===== src/rtl/fetch_pkg.sv =====
// Shared types and sizing helpers for the instruction-fetch front end.
// Struct widths follow the package widths; the top keeps XLEN/INST_W at these values.
package fetch_pkg;

  localparam int FETCH_XLEN            = 32;
  localparam int FETCH_INST_W          = 32;
  localparam int FETCH_MAX_OUTSTANDING = 2;
  localparam int CNT_W                 = $clog2(FETCH_MAX_OUTSTANDING + 1);

  typedef struct packed {
    logic [FETCH_XLEN-1:0] pc;
    logic                  epoch;
  } fetch_tag_t;

  typedef struct packed {
    logic [FETCH_XLEN-1:0]   pc;
    logic [FETCH_INST_W-1:0] inst;
  } fetch_out_t;

  function automatic int cnt_width(input int depth);
    return $clog2(depth + 1);
  endfunction

endpackage


===== src/rtl/fetch_fifo.sv =====
// Small synchronous FIFO of an arbitrary packed type with flush; push and pop may
// coincide at any occupancy, and the head reads as zero while empty.
module fetch_fifo #(
  parameter type T     = logic,
  parameter int  DEPTH = 2,
  parameter int  CW    = $clog2(DEPTH + 1)
) (
  input  logic          clk,
  input  logic          rst,
  input  logic          flush,
  input  logic          push,
  input  T              push_data,
  input  logic          pop,
  output T              head,
  output logic          full,
  output logic          empty,
  output logic [CW-1:0] count
);

  localparam int AW = (DEPTH > 1) ? $clog2(DEPTH) : 1;

  T              mem_r [DEPTH];
  logic [AW-1:0] rd_ptr_r;
  logic [AW-1:0] wr_ptr_r;
  logic [CW-1:0] count_r;
  logic          pop_s;
  logic          push_s;

  function automatic logic [AW-1:0] next_ptr(input logic [AW-1:0] p);
    return (p == AW'(DEPTH - 1)) ? {AW{1'b0}} : p + AW'(1);
  endfunction

  assign empty  = (count_r == {CW{1'b0}});
  assign full   = (count_r == CW'(DEPTH));
  assign count  = count_r;
  assign pop_s  = pop & ~empty;
  assign push_s = push & (~full | pop_s);
  assign head   = empty ? T'(0) : mem_r[rd_ptr_r];

  // Storage, pointers and occupancy; flush drops contents including a same-cycle push.
  always_ff @(posedge clk) begin
    if (!rst) begin
      rd_ptr_r <= {AW{1'b0}};
      wr_ptr_r <= {AW{1'b0}};
      count_r  <= {CW{1'b0}};
      for (int i = 0; i < DEPTH; i++) begin
        mem_r[i] <= T'(0);
      end
    end else if (flush) begin
      rd_ptr_r <= {AW{1'b0}};
      wr_ptr_r <= {AW{1'b0}};
      count_r  <= {CW{1'b0}};
    end else begin
      if (push_s) begin
        mem_r[wr_ptr_r] <= push_data;
        wr_ptr_r        <= next_ptr(wr_ptr_r);
      end
      if (pop_s) begin
        rd_ptr_r <= next_ptr(rd_ptr_r);
      end
      count_r <= count_r + CW'(push_s) - CW'(pop_s);
    end
  end

endmodule


===== src/rtl/fetch_unit_checker.sv =====
// Simulation checks on fetch credit accounting: occupancy bound and no FIFO overflow.
module fetch_unit_checker #(
  parameter int MAX = 2,
  parameter int CW  = 2
) (
  input logic        clk,
  input logic        rst,
  input logic [CW:0] occupancy,
  input logic        req_fire,
  input logic        tag_full,
  input logic        buf_push,
  input logic        buf_pop,
  input logic        buf_full
);

  a_occupancy_bound: assert property (@(posedge clk) disable iff (!rst)
    occupancy <= (CW + 1)'(MAX));

  a_tag_no_overflow: assert property (@(posedge clk) disable iff (!rst)
    !(tag_full && req_fire));

  a_buf_no_overflow: assert property (@(posedge clk) disable iff (!rst)
    !(buf_full && buf_push && !buf_pop));

endmodule


===== src/rtl/fetch_unit.sv =====
// Instruction-fetch front end: sequential PC generation, credit-limited imem requests,
// in-order responses tagged with an epoch so redirects discard stale returns.
module fetch_unit
  import fetch_pkg::*;
#(
  parameter int              XLEN            = FETCH_XLEN,
  parameter int              INST_W          = FETCH_INST_W,
  parameter logic [XLEN-1:0] RESET_PC        = {XLEN{1'b0}},
  parameter int              PC_STEP         = 4,
  parameter int              MAX_OUTSTANDING = FETCH_MAX_OUTSTANDING
) (
  input  logic              clk,
  input  logic              rst,
  input  logic              redirect_valid,
  input  logic [XLEN-1:0]   redirect_pc,
  output logic              imem_req_valid,
  input  logic              imem_req_ready,
  output logic [XLEN-1:0]   imem_req_addr,
  input  logic              imem_rsp_valid,
  input  logic [INST_W-1:0] imem_rsp_data,
  output logic              out_valid,
  input  logic              out_ready,
  output logic [XLEN-1:0]   out_pc,
  output logic [INST_W-1:0] out_inst
);

  localparam int CW = cnt_width(MAX_OUTSTANDING);

  logic [XLEN-1:0] pc_r;
  logic            epoch_r;
  fetch_tag_t      tag_push_s;
  fetch_tag_t      tag_head_s;
  fetch_out_t      buf_push_data_s;
  fetch_out_t      buf_head_s;
  logic [CW-1:0]   inflight_cnt_s;
  logic [CW-1:0]   buf_cnt_s;
  logic [CW:0]     occupancy_s;
  logic            tag_full_s;
  logic            tag_empty_s;
  logic            buf_full_s;
  logic            buf_empty_s;
  logic            req_valid_s;
  logic            req_fire_s;
  logic            rsp_fire_s;
  logic            buf_push_s;
  logic            out_pop_s;

  // Stale in-flight entries keep holding credit until their responses return.
  assign occupancy_s     = {1'b0, inflight_cnt_s} + {1'b0, buf_cnt_s};
  assign req_valid_s     = rst & ~redirect_valid & (occupancy_s < (CW + 1)'(MAX_OUTSTANDING));
  assign req_fire_s      = req_valid_s & imem_req_ready;
  assign rsp_fire_s      = imem_rsp_valid & ~tag_empty_s;
  assign buf_push_s      = rsp_fire_s & (tag_head_s.epoch == epoch_r);
  assign out_pop_s       = ~buf_empty_s & out_ready;
  assign tag_push_s      = '{pc: pc_r, epoch: epoch_r};
  assign buf_push_data_s = '{pc: tag_head_s.pc, inst: imem_rsp_data};

  assign imem_req_valid = req_valid_s;
  assign imem_req_addr  = pc_r;
  assign out_valid      = ~buf_empty_s;
  assign out_pc         = buf_head_s.pc;
  assign out_inst       = buf_head_s.inst;

  // PC and epoch: redirect wins over sequential advance.
  always_ff @(posedge clk) begin
    if (!rst) begin
      pc_r    <= RESET_PC;
      epoch_r <= 1'b0;
    end else if (redirect_valid) begin
      pc_r    <= redirect_pc;
      epoch_r <= ~epoch_r;
    end else if (req_fire_s) begin
      pc_r    <= pc_r + XLEN'(PC_STEP);
    end
  end

  fetch_fifo #(
    .T     (fetch_tag_t),
    .DEPTH (MAX_OUTSTANDING),
    .CW    (CW)
  ) u_tag_fifo (
    .clk       (clk),
    .rst       (rst),
    .flush     (1'b0),
    .push      (req_fire_s),
    .push_data (tag_push_s),
    .pop       (rsp_fire_s),
    .head      (tag_head_s),
    .full      (tag_full_s),
    .empty     (tag_empty_s),
    .count     (inflight_cnt_s)
  );

  fetch_fifo #(
    .T     (fetch_out_t),
    .DEPTH (MAX_OUTSTANDING),
    .CW    (CW)
  ) u_out_buf (
    .clk       (clk),
    .rst       (rst),
    .flush     (redirect_valid),
    .push      (buf_push_s),
    .push_data (buf_push_data_s),
    .pop       (out_pop_s),
    .head      (buf_head_s),
    .full      (buf_full_s),
    .empty     (buf_empty_s),
    .count     (buf_cnt_s)
  );

  fetch_unit_checker #(
    .MAX (MAX_OUTSTANDING),
    .CW  (CW)
  ) u_checker (
    .clk       (clk),
    .rst       (rst),
    .occupancy (occupancy_s),
    .req_fire  (req_fire_s),
    .tag_full  (tag_full_s),
    .buf_push  (buf_push_s),
    .buf_pop   (out_pop_s),
    .buf_full  (buf_full_s)
  );

endmodule


===== config.mk =====
export PLATFORM = sky130hd
export DESIGN_NAME = fetch_unit
export DESIGN_NICKNAME = d
export VERILOG_FILES = /design/src/rtl/fetch_pkg.sv /design/src/rtl/fetch_fifo.sv /design/src/rtl/fetch_unit_checker.sv /design/src/rtl/fetch_unit.sv
export SDC_FILE = /design/constraint.sdc
export NUM_CORES = 1
export LEC_CHECK = 0
export ABC_AREA = 1
export BUFFER_PORTS_ARGS = -buffer_cell sky130_fd_sc_hd__buf_2
export CORE_ASPECT_RATIO = 1.2
export CORE_MARGIN = 4
export CORE_UTILIZATION = 29
export DETAILED_ROUTE_END_ITERATION = 8
export PLACE_DENSITY = 0.44
export SYNTH_ARGS = -nofsm -noshare
export SYNTH_HDL_FRONTEND = slang
export SYNTH_HIERARCHICAL = 1
export SYNTH_SLANG_ARGS = --single-unit
export TNS_END_PERCENT = 100

===== constraint.sdc =====
create_clock -name clk -period 7.7 [get_ports clk]
set_clock_uncertainty 0.05 [all_clocks]
set_input_delay 1.155 -clock clk [delete_from_list [all_inputs] [get_ports clk]]
set_output_delay 1.155 -clock clk [all_outputs]
set_load 0.01 [all_outputs]

## After elaboration in Yosys (flattened, before gate mapping)

Memory sizes are Yosys's and may differ from the RTL's. A register that Yosys moved wholly into a read port is not among the register bits.
Index checks and enable logic that the tools add are counted.

| word-level totals | value |
|---|---|
| memories kept | 2 |
| bits in writable memories | 194 |
| word-level logic and storage cells | 75 |
| bits of input ports | 70 |
| register bits after elaboration | 41 |
| output and inout port bits | 98 |

| operators by class | value |
|---|---|
| add/sub/neg operators | 10 |
| multiplexer cells | 26 |
| reductions and logical operators | 6 |
| magnitude comparators | 1 |
| bitwise operators | 19 |
| equal/unequal tests | 3 |

Memories:

| memory | depth | bits a word | read ports | clocked after Yosys merged registers in | wr ports | RTL line | source |
|---|---|---|---|---|---|---|---|
| u_out_buf.mem_r | 2 | 64 | 1 | 1 | 2 | fetch_fifo.sv:22 | `T mem_r [DEPTH];` |
| u_tag_fifo.mem_r | 2 | 33 | 1 | 1 | 2 | fetch_fifo.sv:22 |  |

Operators with widths:

| operator | count |
|---|---|
| two-way mux 64 bit | 2 |
| two-way mux 33 bit | 2 |
| two-way mux 32 bit | 2 |
| OR reduction 64 bit | 1 |
| OR reduction 33 bit | 1 |
| adder 32 x 3 -> 32 bit, second input constant | 1 |
| two-way mux 1 bit | 20 |
| bitwise AND 1 bit | 10 |
| inverter 1 bit | 7 |
| adder 1 bit, second input constant | 4 |
| adder 2 x 1 -> 2 bit | 2 |
| equality test 2 bit, second input constant | 2 |
| logical NOT 2 bit | 2 |
| subtractor 2 x 1 -> 2 bit | 2 |
| adder 2 x 2 -> 3 bit | 1 |
| < comparator 3 x 2 -> 1 bit, second input constant | 1 |
| bitwise OR 1 bit | 2 |
| nonzero test 2 bit | 1 |
| OR reduction 2 bit | 1 |
| equality test 1 bit | 1 |

## Logic depth before layout (Yosys ltp)

Gate-level depths: netlist of run 1.

| depth | value |
|---|---|
| depth after elaboration | 12 |
| depth in mapped cells | 19 |
| depth with buffers taken out | 18 |

## Hierarchy

The synthesis of run 1 kept the hierarchy.

By module, submodules not included:

| module | instances | area each (um2) | sequential area each (um2) | cells each |
|---|---|---|---|---|
| fetch_fifo (u_out_buf) | 1 | 6,226.0 | 3,943.8 | 593 |
| fetch_fifo (u_tag_fifo) | 1 | 3,364.5 | 2,082.0 | 323 |
| fetch_unit | 1 | 2,379.8 | 660.6 | 398 |

## Worst setup path before layout of run 1

OpenSTA, ideal clock, no wires.

| path | value |
|---|---|
| kind | input -> register |
| start | input port imem_rsp_valid |
| end | memory u_out_buf/mem_r[0][0] (netlist bit), enable pin |
| data arrival time | 3,459 ps |
| path slack | 3,767 ps |
| data required time | 7,226 ps |
| library setup time | 424 ps |
| path buffers | 2 |
| stages | 10 |
| cells stage by stage | inv_1 -> nor2_1 -> o21ai_0 -> a21oi_1 -> nand2_2 -> inv_2 -> nand2_4 -> buf_12 -> buf_12 -> nand2_1 |

RTL lines:

| element | RTL line | source |
|---|---|---|
| start, declared | fetch_unit.sv:19 | `input logic imem_rsp_valid,` |
| end, declared | fetch_fifo.sv:22 |  |

==> results of run 1 <==
path summary, 6_finish.rpt:
check                                          from                     end  slack, ps  cells after the start
worst max-delay path            u_tag_fifo/count[1]  u_out_buf/mem_r[0][17]       3850                     10
worst min-delay path            u_tag_fifo/rd_ptr_r     u_tag_fifo/rd_ptr_r        440                      2
worst min register to register  u_tag_fifo/rd_ptr_r     u_tag_fifo/rd_ptr_r        440                      2
worst max register to register  u_tag_fifo/count[1]  u_out_buf/mem_r[0][17]       3850                     10
routing by layer:
metal  GRT usage (%)  vias to the layer above
li1                -                     4475
met1            18.9                     3969
met2            23.5                      197
met3            2.23                       37
met4            2.99                        0
met5               0                        -
sequential cells by signal, summed over array words and instances, names as in the netlist, named ones only:
signal / cells
u_out_buf/rd_ptr_r: 1
u_out_buf/count: 2
epoch_r: 1
u_out_buf/wr_ptr_r: 1
u_tag_fifo/wr_ptr_r: 1
u_tag_fifo/count: 2
u_out_buf/mem_r: 128
imem_req_addr: 32
u_tag_fifo/mem_r: 66
u_tag_fifo/rd_ptr_r: 1
where the power goes:
group | switching [mW] | internal, mW | total, mW
logic | 0.111 | 0.0486 | 0.159
clock network | 0.504 | 0.756 | 1.26
registers | 0.0296 | 1.43 | 1.46
metrics by stage:
stage	utilization (%)	std cells	hold WS (ps)	setup WS (ps)
after detailed placement	32.2	1971	436	3230
after global routing	34.4	2022	477	3410
after global placement	32.2	1971	432	3280
after floorplan	-	1316	417	3770
after CTS	34.4	2022	450	3680
final	34.4	2022	443	3850
cells by family (layout without fill, tap and decap cells):
| group | count (synthesis) | count (layout) | share of synthesized area (%) |
|---|---|---|---|
| DFF | 237 | 237 | 55.9 |
| and+or+nand+nor | 663 | 663 | 26.9 |
| other | 1 | 3 | 0.0313 |
| xor gates and xnor gates | 5 | 5 | 0.366 |
| adders and majority gates | 4 | 4 | 0.481 |
| buffers and inverters | 240 | 407 | 9.38 |
| AOI/OAI and AO/OA | 164 | 164 | 6.97 |
cell usage after synthesis, drive strengths merged:
| cell | n | area share, % |
|---|---|---|
| nand2 | 345 | 11 |
| nor2 | 264 | 13 |
| edfxtp | 194 | 49 |
| inv | 179 | 5.6 |
| a21oi | 122 | 5.1 |
| buf | 49 | 3.4 |
| dfxtp | 43 | 7.2 |
| nand3 | 42 | 1.9 |
| o21ai | 34 | 1.4 |
| clkbuf | 12 | 0.38 |
| a31oi | 5 | 0.26 |
| ha | 3 | 0.31 |
| nand3b | 3 | 0.19 |
| nand4 | 3 | 0.33 |
| xnor2 | 3 | 0.22 |
| and2 | 2 | 0.10 |
| nor3 | 2 | 0.18 |
| o211ai | 2 | 0.13 |
| xor2 | 2 | 0.15 |
| a22oi | 1 | 0.063 |
| conb | 1 | 0.031 |
| fa | 1 | 0.17 |
| nor3b | 1 | 0.063 |
| or2 | 1 | 0.052 |
layout make-up:
cell class | instances | area (µm²) | area share (%)
inverters | 179 | 672 | 4.79
clock inverters | 9 | 63.8 | 0.455
well taps | 539 | 674 | 4.81
multi-input cells | 839 | 4190 | 29.9
flip-flops and latches | 237 | 6690 | 47.7
repair buffers | 177 | 911 | 6.50
clock buffers | 42 | 815 | 5.81
critical path: stages, from the launching register on:
cell     delay, ps
dfxtp_1        370
nor2_4         740
a21oi_1         80
inv_1          100
o21ai_0         70
a21oi_1        320
nand2_2        110
inv_2           90
nand2_4        250
nand2_2        670
buf_4          560
==> results_dict.tcl, run 1 <==
set metrics [dict create \
    status "finished clean" \
    drive_gt1_share_pct 24.2 \
    crit_type "flip-flop to flip-flop" \
    io_buffers 167 \
    routed.top_layer "met4" \
    num_vias 8678 \
    fp.dieW_um 193 \
    design_area_um2 14000 \
    required_ps 7810 \
    syn-cell-area_um2 12000 \
    setup_violations 0 \
    grt_max_degree 68 \
    route.met2.wl_um 14900 \
    max_slew_margin_pct 31.8 \
    final_nets 1536 \
    syn2layout_area_growth_pct 17.1 \
    drc_errors 0 \
    path_clk_slew_ps 60 \
    synth_cells 1314 \
    cp.arrival_ps 3960 \
    dr_wl_met3_um 1400 \
    first_pass_iters 4 \
    post-cts-setup-buffer-count 0 \
    synth_cell_types 38 \
    ioPinCount 168 \
    fillCellCount 4316 \
    final_common_cell "nand2_1" \
    coreArea_um2 40700 \
    cts_max_path_buffers 3 \
    p_leak_nw 5.36 \
    cts-buffers-inserted 28 \
    mostFrequentLayoutCells "nand2_1 (330), edfxtp_1 (194), inv_1 (168), buf_2 (167), nor2_1 (151)" \
    grt_overflow_total 0 \
    hold_viol 0 \
    detail_route.vias_per_cell 4.29 \
    path_max_fanout 36 \
    gp_congestion 0.773 \
    tritoncts "done" \
    dieArea_um2 44600 \
    grt_first_pass_wirelength_um 50400 \
    finalWirelength_um 31600 \
    dpl.hpwl_um 20500 \
    ys_seq_elements 237 \
    drv_slew 0 \
    row_count 81 \
    cp-end-kind "flip-flop" \
    fin_crit_sh_pct 50.0 \
    irDropWorstVdd_uv 165 \
    cp-start-kind "flip-flop" \
    rsz0062_at_grt "false" \
    track_usage_pct 13.9 \
    ctsResizeCount 0 \
    cts_sinks 237 \
    cts_hold_buf 0 \
    insertion_delay_ps 530 \
    cap_violations 0 \
    p_per_area_nw_per_um2 206 \
    fin_tns_setup_ps 0 \
    grt_antenna_before_repair 0 \
    htree_levels 1 \
    die_h_um 231 \
    ys_seq_area_share_pct 55.9 \
    start_util_pct 29.4 \
    drtIter0Drc 340 \
    syn_area_per_cell_um2 9.11 \
    tightest_slew_ps 1020 \
    dpl_cell_area_um2 13100 \
    diodes 0 \
    wl_met1_um 14800 \
    wl_per_cell_um 15.6 \
    finalPower_mw 2.88 \
    max_freq_mhz 260 \
    layout_min_cycle_time_ps 3850 \
    synth_warnings 6 \
    cts_root_buf "clkbuf_16" \
    grt_pass1_vias 8881 \
    drt.antenna.violating_nets 0 \
    hold_class "flip-flop to flip-flop" \
]
Power figures use the tool's default switching activity.
==> run 2: changes to the inputs <==
clock period = 3.65 ns   (was 7.7 ns; I/O delays follow)
==> run 2 against run 1 <==
  * Global-route usage is 0.26 points higher
  * Sequential cell count is the same
  * Count of clock-buffer cells in the layout is 5 lower
  * Setup slack got worse by 2900 ps
  * Non-clock buffer count up 9
  * Design area grew 0.48%
  * Utilization increased by 0.17 points
  * Routed wire length grew 0.90%
  * Critical endpoint is now out_pc[26]
==> results_dict.tcl, run 2 (synthesis gave the netlist of run 1 again) <==
set metrics [dict create \
    grt_overflow_total 0 \
    start_util_pct 29.4 \
    layout_min_cycle_time_ps 2740 \
    cts_sinks 237 \
    required_ps 3050 \
    syn2layout_area_growth_pct 17.6 \
    ioPinCount 168 \
    fp.dieW_um 193 \
    drc_errors 0 \
    cp-end-kind "output pin" \
    htree_levels 1 \
    wl_per_cell_um 15.7 \
    status "finished clean" \
    p_comb_share_pct 5.7 \
    gp_congestion 0.758 \
    finalWirelength_um 31900 \
    crit_family "buffers and inverters" \
    cp.arrival_ps 2140 \
    fin_tns_setup_ps 0 \
    dieArea_um2 44600 \
    cts_root_buf "clkbuf_16" \
    grt_antenna_before_repair 0 \
    design_area_um2 14100 \
    cts_max_path_buffers 3 \
    fin_crit_sh_pct 75.1 \
    drive_gt1_share_pct 24.5 \
    max_slew_margin_pct 45.9 \
    hold_viol 0 \
    tightest_slew_ps 812 \
    final_common_cell "nand2_1" \
    regMostFlops "u_out_buf/mem_r" \
    p_int_mw 4.64 \
    diodes 0 \
    drt.antenna.violating_nets 0 \
    p_leak_nw 5.40 \
    tritoncts "done" \
    crit_buf_inv 2 \
    final_nets 1544 \
    cp_slowest_cell "buf_4" \
    path_clk_slew_ps 50 \
    grt_pass1_vias 8930 \
    coreArea_um2 40700 \
    rsz0062_at_grt "false" \
    p_switching_mw 1.38 \
    num_vias 8848 \
    crit_chain "buf_4 > nand2_1 > a21oi_1 > buf_2" \
    row_count 81 \
    die_h_um 231 \
    io_buffers 167 \
    drv_slew 0 \
    insertion_delay_ps 550 \
    path_max_fanout 64 \
    cpPeakStageDelay_ps 560 \
    largest_reg_flops 128 \
    track_usage_pct 14.2 \
    power_frac_clock_pct 43.2 \
    detail_route.vias_per_cell 4.36 \
    dpl.hpwl_um 20400 \
    max_freq_mhz 365 \
    irDropWorstVdd_uv 341 \
    register_area_um2 6690 \
    cts_hold_buf 0 \
    hold_class "input pin to flip-flop" \
    cp-start-kind "flip-flop" \
    crit_type "flip-flop to output pin" \
    cap_violations 0 \
    grt_first_pass_wirelength_um 51300 \
    mostFrequentLayoutCells "nand2_1 (330), edfxtp_1 (194), inv_1 (168), buf_2 (167), nor2_1 (151)" \
    grt_max_degree 66 \
    fillCellCount 4331 \
    finalPower_mw 6.02 \
    post-cts-setup-buffer-count 0 \
    swShare_pct 22.9 \
    p_per_area_nw_per_um2 428 \
    cts-buffers-inserted 27 \
    ctsResizeCount 0 \
    multiInputGateArea_um2 4190 \
    p_seq_share_pct 51.2 \
    first_pass_iters 4 \
    dpl_cell_area_um2 13200 \
    setup_violations 0 \
    drtIter0Drc 333 \
]
## run 2: power groups by stage
stage | Combinational (mW) | Clock (mW) | Sequential [mW]
floorplan | 0.203 | 0 | 3.13
global placement | 0.350 | 0 | 3.14
detailed placement | 0.351 | 0 | 3.14
CTS | 0.352 | 2.69 | 3.08
global route | 0.389 | 2.81 | 3.09
finish | 0.342 | 2.60 | 3.08
## run 2: final timing paths
kind	from	slack, ps	depth (start not counted)	end
worst max register to register	u_out_buf/count[0]	1180	9	u_tag_fifo/mem_r[1][5]
worst min register to register	u_out_buf/rd_ptr_r	440	2	flip-flop
worst min-delay path	redirect_pc[0]	190	3	imem_req_addr[0]
worst max-delay path	flip-flop	910	4	out_pc[26]
## run 2: metrics by stage
step / std cells / hold WS (ps) / util, % / setup slack (ps)
floorplan: 1316 / 417 / - / 200
global placement: 1980 / 431 / 32.5 / 1140
detailed placement: 1980 / 433 / 32.5 / 1120
CTS: 2030 / 163 / 34.6 / 818
global route: 2030 / 187 / 34.6 / 724
finish: 2030 / 190 / 34.6 / 908
## run 2: worst reg2reg max path, cell delays in order, from the launching register on
cell and delay [ps]:
dfxtp_1 460, nand2_1 80, inv_1 70, fa_1 450, nor2_4 110, nand4_2 120
inv_2 190, nand4_4 110, nand2_1 70, buf_4 410
## run 2: area by class of cell
cell class	count	area share, %
multi-input cells	839	29.7
repair buffers	186	7.30
flip-flops and latches	237	47.5
clock inverters	13	0.782
well taps	539	4.79
inverters	179	4.77
clock buffers	37	5.14
## run 2: layer usage
layer | global-route usage [%] | share of wire, % | up-vias
met5 | 0 | 0 | -
met3 | 2.16 | 4.3 | 37
met4 | 3.72 | 1.9 | 0
li1 | - | - | 4488
met2 | 23.7 | 47 | 203
met1 | 19.3 | 47 | 4120
